===== config.mk =====
export PLATFORM = sky130hd
export DESIGN_NAME = ddr3_app_master_flat
export DESIGN_NICKNAME = d
export VERILOG_FILES = /design/src/rtl/ddr3_app_pkg.sv /design/src/rtl/ddr3_app_master_if.sv /design/src/rtl/ddr3_app_master.sv /design/src/flat_wrapper.sv
export SDC_FILE = /design/constraint.sdc
export NUM_CORES = 1
export LEC_CHECK = 0
export CAP_MARGIN = 5
export CORE_AREA = 8 8 237 239
export DETAILED_ROUTE_END_ITERATION = 12
export DIE_AREA = 0 0 245 247
export PLACE_DENSITY_LB_ADDON = 0.15
export SLEW_MARGIN = 20
export SYNTH_ARGS = -nofsm -noshare
export SYNTH_HDL_FRONTEND = slang
export SYNTH_SLANG_ARGS = --single-unit

===== constraint.sdc =====
create_clock -name clk -period 1.9 [get_ports clk]
set_input_delay 0.19 -clock clk [delete_from_list [all_inputs] [get_ports clk]]
set_output_delay 0.19 -clock clk [all_outputs]
set_load 0.005 [all_outputs]

===== src/rtl/ddr3_app_pkg.sv =====
// Shared definitions for the DDR3 app-port master: command codes and FSM state encoding.
package ddr3_app_pkg;

  localparam logic [2:0] APP_CMD_WR = 3'd0;
  localparam logic [2:0] APP_CMD_RD = 3'd1;

  typedef enum logic [2:0] {
    INIT    = 3'd0,
    IDLE    = 3'd1,
    WR      = 3'd2,
    RD      = 3'd3,
    RD_WAIT = 3'd4,
    RESP    = 3'd5
  } app_state_e;

endpackage


===== src/rtl/ddr3_app_master_if.sv =====
// Front-end request/response bus plus DDR3 IP app port, seen from the master (DUT) and its environment.
interface ddr3_app_master_if #(
  parameter int ADDR_W = 28,
  parameter int DATA_W = 128,
  parameter int MASK_W = DATA_W / 8
);
  logic              req_valid;
  logic              req_ready;
  logic              req_we;
  logic [ADDR_W-1:0] req_addr;
  logic [DATA_W-1:0] req_wdata;
  logic [MASK_W-1:0] req_wmask;
  logic              rsp_valid;
  logic              rsp_we;
  logic              rsp_err;
  logic [DATA_W-1:0] rsp_rdata;
  logic              init_calib_complete;
  logic              cmd_ready;
  logic [2:0]        cmd;
  logic              cmd_en;
  logic [ADDR_W-1:0] addr;
  logic [5:0]        app_burst_number;
  logic              wr_data_rdy;
  logic [DATA_W-1:0] wr_data;
  logic              wr_data_en;
  logic              wr_data_end;
  logic [MASK_W-1:0] wr_data_mask;
  logic [DATA_W-1:0] rd_data;
  logic              rd_data_valid;
  logic              rd_data_end;
  logic              sr_req;
  logic              ref_req;

  modport master (
    input  req_valid, req_we, req_addr, req_wdata, req_wmask,
    output req_ready, rsp_valid, rsp_we, rsp_err, rsp_rdata,
    input  init_calib_complete, cmd_ready, wr_data_rdy, rd_data, rd_data_valid, rd_data_end,
    output cmd, cmd_en, addr, app_burst_number, wr_data, wr_data_en, wr_data_end,
    output wr_data_mask, sr_req, ref_req
  );

  modport slave (
    output req_valid, req_we, req_addr, req_wdata, req_wmask,
    input  req_ready, rsp_valid, rsp_we, rsp_err, rsp_rdata,
    output init_calib_complete, cmd_ready, wr_data_rdy, rd_data, rd_data_valid, rd_data_end,
    input  cmd, cmd_en, addr, app_burst_number, wr_data, wr_data_en, wr_data_end,
    input  wr_data_mask, sr_req, ref_req
  );

endinterface


===== src/rtl/ddr3_app_master.sv =====
// Single-outstanding DDR3 app-port initiator: one 128-bit read or write per front-end request,
// sequencing command, write-data and read-return handshakes and emitting one response pulse.
module ddr3_app_master
  import ddr3_app_pkg::*;
#(
  parameter int ADDR_W     = 28,
  parameter int DATA_W     = 128,
  parameter int MASK_W     = DATA_W / 8,
  parameter int RD_TIMEOUT = 255
) (
  input logic               clk,
  input logic               rst_n,
  ddr3_app_master_if.master bus
);

  localparam int CNT_W = $clog2(RD_TIMEOUT + 1);
  localparam logic [CNT_W-1:0] CNT_MAX = CNT_W'(RD_TIMEOUT);

  app_state_e state_q, state_d;

  logic              we_q, we_d;
  logic [ADDR_W-1:0] addr_q, addr_d;
  logic [2:0]        cmd_q, cmd_d;
  logic [DATA_W-1:0] wdata_q, wdata_d;
  logic [MASK_W-1:0] wmask_q, wmask_d;
  logic              cmd_en_q, cmd_en_d;
  logic              wr_en_q, wr_en_d;
  logic              cmd_done_q, cmd_done_d;
  logic              wr_done_q, wr_done_d;
  logic [CNT_W-1:0]  cnt_q, cnt_d;
  logic              req_ready_q, req_ready_d;
  logic              rsp_valid_q, rsp_valid_d;
  logic              rsp_we_q, rsp_we_d;
  logic              rsp_err_q, rsp_err_d;
  logic [DATA_W-1:0] rsp_rdata_q, rsp_rdata_d;

  logic             accept_s;
  logic             cmd_hs_s;
  logic             wr_hs_s;
  logic             timeout_s;
  logic [CNT_W-1:0] cnt_inc_s;

  assign accept_s  = (state_q == IDLE) && bus.req_valid;
  assign cmd_hs_s  = cmd_en_q && bus.cmd_ready;
  assign wr_hs_s   = wr_en_q && bus.wr_data_rdy;
  assign cnt_inc_s = (cnt_q == CNT_MAX) ? cnt_q : cnt_q + CNT_W'(1);
  // A return beat arriving on the timeout cycle still counts as data.
  assign timeout_s = (cnt_inc_s == CNT_MAX) && !bus.rd_data_valid;

  // State register.
  always_ff @(posedge clk or negedge rst_n) begin
    if (!rst_n) state_q <= INIT;
    else        state_q <= state_d;
  end

  // Next-state logic.
  always_comb begin
    state_d = state_q;
    case (state_q)
      INIT:    if (bus.init_calib_complete) state_d = IDLE; else state_d = INIT;
      IDLE:    if (bus.req_valid) state_d = bus.req_we ? WR : RD; else state_d = IDLE;
      WR:      if (cmd_done_q && wr_done_q) state_d = RESP; else state_d = WR;
      RD:      if (cmd_hs_s) state_d = RD_WAIT; else state_d = RD;
      RD_WAIT: if (bus.rd_data_valid || timeout_s) state_d = RESP; else state_d = RD_WAIT;
      RESP:    state_d = IDLE;
      default: state_d = INIT;
    endcase
  end

  // Output and datapath next values; strobes are derived from the state being entered.
  always_comb begin
    we_d        = we_q;
    addr_d      = addr_q;
    cmd_d       = cmd_q;
    wdata_d     = wdata_q;
    wmask_d     = wmask_q;
    cnt_d       = cnt_q;
    rsp_rdata_d = rsp_rdata_q;
    rsp_err_d   = rsp_err_q;
    if (accept_s) begin
      we_d       = bus.req_we;
      addr_d     = bus.req_addr;
      cmd_d      = bus.req_we ? APP_CMD_WR : APP_CMD_RD;
      wdata_d    = bus.req_wdata;
      wmask_d    = bus.req_wmask;
      cmd_done_d = 1'b0;
      wr_done_d  = 1'b0;
    end else begin
      cmd_done_d = cmd_done_q || cmd_hs_s;
      wr_done_d  = wr_done_q || wr_hs_s;
    end
    case (state_q)
      WR:      rsp_err_d = 1'b0;
      RD:      cnt_d = {CNT_W{1'b0}};
      RD_WAIT: begin
        cnt_d = cnt_inc_s;
        if (bus.rd_data_valid) begin
          rsp_rdata_d = bus.rd_data;
          rsp_err_d   = 1'b0;
        end else if (timeout_s) begin
          rsp_err_d = 1'b1;
        end else begin
          rsp_err_d = rsp_err_q;
        end
      end
      default: cnt_d = cnt_q;
    endcase
    req_ready_d = (state_d == IDLE);
    rsp_valid_d = (state_d == RESP);
    rsp_we_d    = (state_d == RESP) ? we_q : rsp_we_q;
    cmd_en_d    = ((state_d == WR) || (state_d == RD)) && !cmd_done_d;
    wr_en_d     = (state_d == WR) && !wr_done_d;
  end

  // Datapath and output registers.
  always_ff @(posedge clk or negedge rst_n) begin
    if (!rst_n) begin
      we_q        <= 1'b0;
      addr_q      <= {ADDR_W{1'b0}};
      cmd_q       <= APP_CMD_WR;
      wdata_q     <= {DATA_W{1'b0}};
      wmask_q     <= {MASK_W{1'b0}};
      cmd_en_q    <= 1'b0;
      wr_en_q     <= 1'b0;
      cmd_done_q  <= 1'b0;
      wr_done_q   <= 1'b0;
      cnt_q       <= {CNT_W{1'b0}};
      req_ready_q <= 1'b0;
      rsp_valid_q <= 1'b0;
      rsp_we_q    <= 1'b0;
      rsp_err_q   <= 1'b0;
      rsp_rdata_q <= {DATA_W{1'b0}};
    end else begin
      we_q        <= we_d;
      addr_q      <= addr_d;
      cmd_q       <= cmd_d;
      wdata_q     <= wdata_d;
      wmask_q     <= wmask_d;
      cmd_en_q    <= cmd_en_d;
      wr_en_q     <= wr_en_d;
      cmd_done_q  <= cmd_done_d;
      wr_done_q   <= wr_done_d;
      cnt_q       <= cnt_d;
      req_ready_q <= req_ready_d;
      rsp_valid_q <= rsp_valid_d;
      rsp_we_q    <= rsp_we_d;
      rsp_err_q   <= rsp_err_d;
      rsp_rdata_q <= rsp_rdata_d;
    end
  end

  assign bus.req_ready        = req_ready_q;
  assign bus.rsp_valid        = rsp_valid_q;
  assign bus.rsp_we           = rsp_we_q;
  assign bus.rsp_err          = rsp_err_q;
  assign bus.rsp_rdata        = rsp_rdata_q;
  assign bus.cmd              = cmd_q;
  assign bus.cmd_en           = cmd_en_q;
  assign bus.addr             = addr_q;
  assign bus.app_burst_number = 6'd0;
  assign bus.wr_data          = wdata_q;
  assign bus.wr_data_en       = wr_en_q;
  assign bus.wr_data_end      = wr_en_q;
  assign bus.wr_data_mask     = wmask_q;
  assign bus.sr_req           = 1'b0;
  assign bus.ref_req          = 1'b0;

endmodule

===== src/flat_wrapper.sv =====
// flat-port wrapper written by rule: the top's interface ports become plain ports
module ddr3_app_master_flat import ddr3_app_pkg::*;
#(
  parameter int ADDR_W     = 28,
  parameter int DATA_W     = 128,
  parameter int MASK_W     = DATA_W / 8,
  parameter int RD_TIMEOUT = 255
)
  (clk, rst_n, bus_req_valid, bus_req_we, bus_req_addr, bus_req_wdata, bus_req_wmask, bus_req_ready, bus_rsp_valid, bus_rsp_we, bus_rsp_err, bus_rsp_rdata, bus_init_calib_complete, bus_cmd_ready, bus_wr_data_rdy, bus_rd_data, bus_rd_data_valid, bus_rd_data_end, bus_cmd, bus_cmd_en, bus_addr, bus_app_burst_number, bus_wr_data, bus_wr_data_en, bus_wr_data_end, bus_wr_data_mask, bus_sr_req, bus_ref_req);
  ddr3_app_master_if #(.ADDR_W(ADDR_W), .DATA_W(DATA_W), .MASK_W(MASK_W)) bus_i ();
  input logic clk;
  input logic rst_n;
  input wire logic [$bits(bus_i.req_valid)-1:0] bus_req_valid;
  input wire logic [$bits(bus_i.req_we)-1:0] bus_req_we;
  input wire logic [$bits(bus_i.req_addr)-1:0] bus_req_addr;
  input wire logic [$bits(bus_i.req_wdata)-1:0] bus_req_wdata;
  input wire logic [$bits(bus_i.req_wmask)-1:0] bus_req_wmask;
  output wire logic [$bits(bus_i.req_ready)-1:0] bus_req_ready;
  output wire logic [$bits(bus_i.rsp_valid)-1:0] bus_rsp_valid;
  output wire logic [$bits(bus_i.rsp_we)-1:0] bus_rsp_we;
  output wire logic [$bits(bus_i.rsp_err)-1:0] bus_rsp_err;
  output wire logic [$bits(bus_i.rsp_rdata)-1:0] bus_rsp_rdata;
  input wire logic [$bits(bus_i.init_calib_complete)-1:0] bus_init_calib_complete;
  input wire logic [$bits(bus_i.cmd_ready)-1:0] bus_cmd_ready;
  input wire logic [$bits(bus_i.wr_data_rdy)-1:0] bus_wr_data_rdy;
  input wire logic [$bits(bus_i.rd_data)-1:0] bus_rd_data;
  input wire logic [$bits(bus_i.rd_data_valid)-1:0] bus_rd_data_valid;
  input wire logic [$bits(bus_i.rd_data_end)-1:0] bus_rd_data_end;
  output wire logic [$bits(bus_i.cmd)-1:0] bus_cmd;
  output wire logic [$bits(bus_i.cmd_en)-1:0] bus_cmd_en;
  output wire logic [$bits(bus_i.addr)-1:0] bus_addr;
  output wire logic [$bits(bus_i.app_burst_number)-1:0] bus_app_burst_number;
  output wire logic [$bits(bus_i.wr_data)-1:0] bus_wr_data;
  output wire logic [$bits(bus_i.wr_data_en)-1:0] bus_wr_data_en;
  output wire logic [$bits(bus_i.wr_data_end)-1:0] bus_wr_data_end;
  output wire logic [$bits(bus_i.wr_data_mask)-1:0] bus_wr_data_mask;
  output wire logic [$bits(bus_i.sr_req)-1:0] bus_sr_req;
  output wire logic [$bits(bus_i.ref_req)-1:0] bus_ref_req;
  assign bus_i.req_valid = bus_req_valid;
  assign bus_i.req_we = bus_req_we;
  assign bus_i.req_addr = bus_req_addr;
  assign bus_i.req_wdata = bus_req_wdata;
  assign bus_i.req_wmask = bus_req_wmask;
  assign bus_req_ready = bus_i.req_ready;
  assign bus_rsp_valid = bus_i.rsp_valid;
  assign bus_rsp_we = bus_i.rsp_we;
  assign bus_rsp_err = bus_i.rsp_err;
  assign bus_rsp_rdata = bus_i.rsp_rdata;
  assign bus_i.init_calib_complete = bus_init_calib_complete;
  assign bus_i.cmd_ready = bus_cmd_ready;
  assign bus_i.wr_data_rdy = bus_wr_data_rdy;
  assign bus_i.rd_data = bus_rd_data;
  assign bus_i.rd_data_valid = bus_rd_data_valid;
  assign bus_i.rd_data_end = bus_rd_data_end;
  assign bus_cmd = bus_i.cmd;
  assign bus_cmd_en = bus_i.cmd_en;
  assign bus_addr = bus_i.addr;
  assign bus_app_burst_number = bus_i.app_burst_number;
  assign bus_wr_data = bus_i.wr_data;
  assign bus_wr_data_en = bus_i.wr_data_en;
  assign bus_wr_data_end = bus_i.wr_data_end;
  assign bus_wr_data_mask = bus_i.wr_data_mask;
  assign bus_sr_req = bus_i.sr_req;
  assign bus_ref_req = bus_i.ref_req;
  ddr3_app_master #(.ADDR_W(ADDR_W), .DATA_W(DATA_W), .MASK_W(MASK_W), .RD_TIMEOUT(RD_TIMEOUT)) u_core (.clk(clk), .rst_n(rst_n), .bus(bus_i));
endmodule

==> results of run 1 <==
==> routing by layer <==
| layer | wire (um) | share of wire, % | track usage (%) | up-vias |
|---|---|---|---|---|
| met3 | 4150 | 8.9 | 5.73 | 63 |
| met4 | 1110 | 2.4 | 4.77 | 4 |
| li1 | - | - | - | 4020 |
| met1 | 16700 | 36 | 15.6 | 4419 |
| met5 | 26 | 0.056 | 0 | - |
| met2 | 24500 | 53 | 26.7 | 335 |
==> worst paths after layout <==
check / start / to / cells after the start
max: u_core.cnt_q[1]$_DFFE_PN0P_ / u_core.bus.rsp_we$_DFFE_PN0N_ / 6
min reg2reg: u_core.bus.wr_data[103]$_DFFE_PN0P_ / u_core.bus.wr_data[103]$_DFFE_PN0P_ / 1
max reg2reg: u_core.cnt_q[1]$_DFFE_PN0P_ / u_core.bus.rsp_we$_DFFE_PN0N_ / 6
max in group asynchronous: rst_n / u_core.bus.rsp_rdata[109]$_DFFE_PN0P_ / 3
min in group clk: bus_rd_data[93] / u_core.bus.rsp_rdata[93]$_DFFE_PN0P_ / 2
min: rst_n / u_core.bus.addr[13]$_DFFE_PN0P_ / 2
==> sequential cells by signal, summed over array words and instances, names as in the netlist <==
| register | cells |
|---|---|
| u_core.bus.addr | 28 |
| u_core.wr_done_q | 1 |
| u_core.bus.wr_data_en | 1 |
| u_core.bus.wr_data | 128 |
| u_core.bus.req_ready | 1 |
| u_core.bus.rsp_rdata | 128 |
| u_core.bus.rsp_we | 1 |
| u_core.bus.wr_data_mask | 16 |
| u_core.state_q | 3 |
| u_core.cnt_q | 8 |
| u_core.bus.rsp_err | 1 |
| u_core.bus.rsp_valid | 1 |
| u_core.cmd_done_q | 1 |
| u_core.bus.cmd_en | 1 |
| u_core.bus.cmd | 1 |
| u_core.we_q | 1 |
==> power by group through the flow <==
stage                     logic, mW  clock network [mW]  registers [mW]
after CTS                      14.9                7.38            12.0
after detailed placement       14.9                   0            12.1
after floorplan                4.65                   0            12.2
final                          14.5                7.05            12.0
after global placement         14.8                   0            11.9
after global routing           15.6                7.63            12.5
==> stage by stage <==
step	power, mW	area (um^2)	util (%)
after CTS	34.3	20900	40.0
after global routing	35.7	20900	40.1
after global placement	26.8	19700	37.7
after detailed placement	26.9	19700	37.7
after floorplan	16.9	12300	-
final	33.5	21000	40.1
==> repair_timing <==
item                                    in CTS  in global routing
resized for setup                            3                 12
gates cloned                                 0                  1
hold buffers                                 1                  0
pin swaps                                    1                  8
buffers inserted                             0                  1
endpoints found under the setup margin       3                142
endpoints found under the hold margin       41                  0
==> cells in the final DEF, fill, tap and decap left out, types with 2 or more instances in the layout <==
master and instances:
a21o_1 2, a21oi_1 10, a21oi_2 2, a31oi_1 2, buf_12 16, buf_4 38
clkbuf_1 10, clkbuf_16 41, clkbuf_8 6, clkdlybuf4s50_1 614, clkinv_2 4, conb_1 10
dfrtp_1 318, dfrtp_2 3, diode_2 4, inv_1 3, inv_6 2, mux2_1 11
mux2_2 289, nand2_1 6, nand2b_1 2, nand3_1 4, nor2_1 8, nor3_1 2
o211ai_1 2, o21ai_0 6, o21ai_2 2
==> cells by family after synthesis <==
| kind of cell | count (synthesis) | share of synthesized area (%) |
|---|---|---|
| AND/OR/NAND/NOR | 35 | 1.77 |
| flip-flops | 321 | 65.4 |
| adder cells (fa/ha/maj) | 1 | 0.102 |
| buffers and inverters | 53 | 2.65 |
| AO/OA/AOI/OAI | 42 | 2.39 |
| other | 1 | 0.0305 |
| multiplexers | 302 | 27.7 |
==> worst max-delay path, stage by stage (launching register included) <==
cell	delay, ps
dfrtp_1	400
buf_4	160
and4_1	200
and2_1	200
a221o_1	390
or2_4	300
o211ai_2	130
==> area by class of cell <==
cell class              instances  area [um^2]  share of cell area [%]
multi-input cells             391         4020                    19.2
inverters                       4         15.0                  0.0717
clock inverters                 7         45.0                   0.215
repair buffers                672         6820                    32.5
clock buffers                  57         1150                    5.47
flip-flops and latches        321         8040                    38.4
diodes                          4         10.0                  0.0478
well taps                     688          861                    4.11
==> flow_metrics.py, run 1 <==
metrics = {
    "route": {
        "firstDrtPassIters": 4,
        "wl_per_cell_um": 21.7,
        "antenna_left": 0,
        "dr.first_iter.drc_count": 209,
        "avgViaCountPerCell": 4.12,
        "routed_wl_um": 46600,
        "drc_errors": 0,
        "num_vias": 8841,
    },
    "sta": {
        "fin_ws_ps": 39.5,
        "slew_violations": 0,
        "skew_ps": 23.0,
        "holdWs_ps": 207,
        "hold_viol_final": 0,
        "period_needed_ps": 1860,
        "period_share_pct": 97.9,
        "setup_viol": 0,
        "rsz0062_at_grt": "yes",
        "tightest_slew_ps": 621,
        "slew_headroom_pct": 58.6,
        "setup_tns_ps": 0,
        "clock.fmax_ghz": 0.537,
    },
    "logic_synthesis": {
        "ys_top_cells_by_count": "dfrtp_1, mux2_2, buf_4",
        "ys_ff_latch": 321,
        "synthArstFlopShare_pct": 100,
        "synth_top_cell_area_share_pct": 65.4,
        "synth-edff-count": 0,
        "ys.warnings.count": 0,
        "avgSynthCellArea_um2": 16.3,
        "synth-main-ff-cell": "dfrtp_1",
        "yosysMostFrequentCell": "dfrtp_1",
        "synth_cells": 755,
        "synth_seq_area_share_pct": 65.4,
        "yosysTopAreaCell": "dfrtp_1",
        "netlist_area_mm2": 0.0123,
        "yosys-top-cells-area": "dfrtp_1, mux2_2, buf_4",
        "synth_cell_types": 50,
    },
    "cts": {
        "cts_tree": "done",
        "cts_max_path_buffers": 3,
        "root_buffer": "clkbuf_16",
        "insertion_delay_ps": 550,
        "clkTransAtPathRegs_ps": 50,
        "clkSinkCount": 321,
        "h-tree-depth": 2,
        "cts_buffers": 40,
    },
    "global_routing": {
        "grt_pass1_vias": 9771,
        "grt_max_degree": 59,
        "grt_pass1_wl_um": 67200,
        "antenna_found_initial": 5,
        "track_usage_pct": 14.7,
        "grt_remaining_overflow": 0,
    },
    "job": {
        "drv_cap": 0,
    },
    "placed_design": {
        "placedCellCount": 2073,
        "post-dp-hpwl_um": 37100,
        "port_buffers": 615,
        "dp_slack_ps": -42.9,
        "gp_congestion": 0.771,
    },
    "power": {
        "power-per-cell-area_mw_per_mm2": 1600,
        "seq_power_share_pct": 35.7,
        "swShare_pct": 28.1,
        "peakVddDrop_mv": 0.666,
        "pwr-share-comb_pct": 43.3,
        "pwr-share-clk_pct": 21.0,
        "power.leakage_nw": 8.67,
        "p_int_mw": 24.1,
        "power.net_switching_mw": 9.42,
    },
    "worst_setup_path": {
        "cp-end-kind": "flip-flop",
        "r2r_slack_ps": 40,
        "cp-start-kind": "flip-flop",
        "cp.arrival_ps": 2310,
        "crit_fanout": 4,
        "crit_type": "reg2reg",
        "cp_data_required_time_ps": 2350,
    },
    "worst_hold_path": {
        "hold_class": "in2async",
    },
    "layout": {
        "syn_to_final_growth_pct": 70.5,
        "fillers": 5000,
        "drive_gt1_share_pct": 29.0,
        "fin_nets": 1740,
        "final_cells": 2144,
    },
    "die": {
        "die_width_um": 245,
        "die_h_um": 247,
        "dieArea_mm2": 0.0605,
        "initial_utilization_pct": 23.5,
        "core_area_mm2": 0.0522,
        "row_count": 84,
        "io_pins": 627,
    },
    "run_status": {
        "status": "complete, no violations",
    },
}
No activity file was read; power rests on OpenSTA's default activity.
==> run 2: changes to the inputs <==
Settings changed: PLACE_DENSITY_LB_ADDON 0.15 to not set.
==> run 2 against run 1 <==
  * Clock skew fell by 11 ps
  * Register-to-register slack barely moved
  * First-iteration DRC count rose by 40%
  * Hold slack improved by 31 ps
  * Count of clock-buffer cells in the layout rose by 4
  * Worst setup slack barely moved
  * Total power rose by 0.27%
  * Cell count rose by 0.28%
  * Via count rose by 0.19%
  * Largest cell class unchanged
  * Largest power group unchanged
==> flow_metrics.py, run 2 (synthesized netlist as in run 1, its figures left out) <==
metrics = {
    "route": {
        "routed_wl_um": 42000,
        "dr.first_iter.drc_count": 293,
        "avgViaCountPerCell": 4.12,
        "drc_errors": 0,
        "antenna_left": 0,
        "wl_per_cell_um": 19.5,
        "num_vias": 8858,
        "firstDrtPassIters": 4,
    },
    "sta": {
        "period_needed_ps": 1860,
        "clock.fmax_ghz": 0.538,
        "period_share_pct": 97.9,
        "slew_headroom_pct": 63.0,
        "slew_violations": 0,
        "hold_viol_final": 0,
        "skew_ps": 12.2,
        "tightest_slew_ps": 554,
        "setup_viol": 0,
        "holdWs_ps": 237,
        "setup_tns_ps": 0,
        "rsz0062_at_grt": "yes",
    },
    "placed_design": {
        "port_buffers": 615,
        "post-dp-hpwl_um": 33600,
        "gp_congestion": 0.797,
    },
    "worst_hold_path": {
        "hold_class": "in2async",
    },
    "worst_setup_path": {
        "cp-start-kind": "flip-flop",
        "cp-end-kind": "flip-flop",
        "crit_fanout": 3,
        "crit_type": "reg2reg",
        "r2r_slack_ps": 40,
        "cp.arrival_ps": 2320,
        "rr_worst_depth": 6,
        "cp_data_required_time_ps": 2350,
    },
    "cts": {
        "cts_buffers": 38,
        "clkSinkCount": 321,
        "clkTransAtPathRegs_ps": 60,
        "h-tree-depth": 2,
        "root_buffer": "clkbuf_16",
        "cts_tree": "done",
        "cts_max_path_buffers": 3,
        "insertion_delay_ps": 530,
    },
    "power": {
        "power.total_mw": 33.6,
        "peakVddDrop_mv": 0.886,
        "power-per-cell-area_mw_per_mm2": 1600,
        "power.leakage_nw": 8.73,
    },
    "run_status": {
        "status": "complete, no violations",
    },
    "die": {
        "io_pins": 627,
        "die_width_um": 245,
        "row_count": 84,
        "core_area_mm2": 0.0522,
        "die_h_um": 247,
        "initial_utilization_pct": 23.5,
        "dieArea_mm2": 0.0605,
    },
    "layout": {
        "final_common_cell": "clkdlybuf4s50_1",
        "fin_nets": 1742,
        "fillers": 4977,
        "syn_to_final_growth_pct": 71.1,
        "drive_gt1_share_pct": 29.2,
        "final_cell_mix": "clkdlybuf4s50_1, dfrtp_1, mux2_2",
    },
    "global_routing": {
        "grt_pass1_wl_um": 62100,
        "grt_pass1_vias": 9837,
        "antenna_found_initial": 3,
        "grt_remaining_overflow": 0,
        "grt_max_degree": 58,
        "track_usage_pct": 13.2,
    },
    "job": {
        "drv_cap": 0,
    },
}
==> run 2: path summary, 6_finish.rpt <==
| check | startpoint | to |
|---|---|---|
| min reg2reg | u_core.bus.wr_data[13]$_DFFE_PN0P_ | u_core.bus.wr_data[13]$_DFFE_PN0P_ |
| max | u_core.cnt_q[1]$_DFFE_PN0P_ | u_core.bus.rsp_we$_DFFE_PN0N_ |
| max in group asynchronous | rst_n | u_core.bus.wr_data[62]$_DFFE_PN0P_ |
| max reg2reg | u_core.cnt_q[1]$_DFFE_PN0P_ | u_core.bus.rsp_we$_DFFE_PN0N_ |
| min | rst_n | u_core.bus.rsp_rdata[34]$_DFFE_PN0P_ |
| min in group clk | bus_req_wdata[11] | u_core.bus.wr_data[11]$_DFFE_PN0P_ |
==> run 2: power breakdown <==
| part | switching, mW | internal (mW) |
|---|---|---|
| sequential | 1.81 | 10.2 |
| clock | 2.82 | 4.47 |
| combinational | 4.58 | 9.70 |
| total | 9.21 | 24.4 |
==> run 2: cell type report <==
| type | count | area [um^2] | area share, % |
|---|---|---|---|
| clock buffer | 61 | 1200 | 5.71 |
| inverter | 4 | 15.0 | 0.0714 |
| clock inverter | 8 | 77.6 | 0.369 |
| timing repair buffer | 677 | 6830 | 32.5 |
| antenna | 1 | 2.50 | 0.0119 |
| multi-input combinational | 390 | 4010 | 19.1 |
| sequential | 321 | 8030 | 38.2 |
| tap | 688 | 861 | 4.09 |
==> run 2: worst max-delay path, cell delays in order, from the launching register on <==
cell	delay, ps
dfrtp_1	410
ha_4	280
a21boi_4	170
o21ai_1	70
a2111o_1	460
or2_4	270
o211ai_2	130
==> run 2: through the flow <==
stage	instance area [um^2]	utilization (%)	setup WS, ps	std cells
2_1_floorplan	12300	-	8.89	764
3_3_place_gp	19700	37.7	-20.0	2076
3_5_place_dp	19700	37.7	-35.6	2076
4_1_cts	21000	40.2	7.20	2147
5_1_grt	21000	40.3	-34.7	2150
6_report	21000	40.3	39.7	2150
==> run 2: timing repair <==
| action | CTS | global route |
|---|---|---|
| endpoints found under the setup margin | 33 | 18 |
| pin swaps | 2 | 5 |
| gates resized for setup | 1 | 7 |
| hold buffers | 1 | 0 |
| endpoints found under the hold margin | 45 | 0 |
| setup buffers | 1 | 2 |
==> run 2: routing by layer <==
metal  track usage (%)  wire length [um]  part of all wire (%)  vias to the layer above
met3              5.77              4040                   9.6                       55
met5                 0                13                 0.031                        -
met4              3.31               787                   1.9                        2
li1                  -                 -                     -                     4022
met1              14.2             15300                    36                     4395
met2              23.5             21800                    52                      384
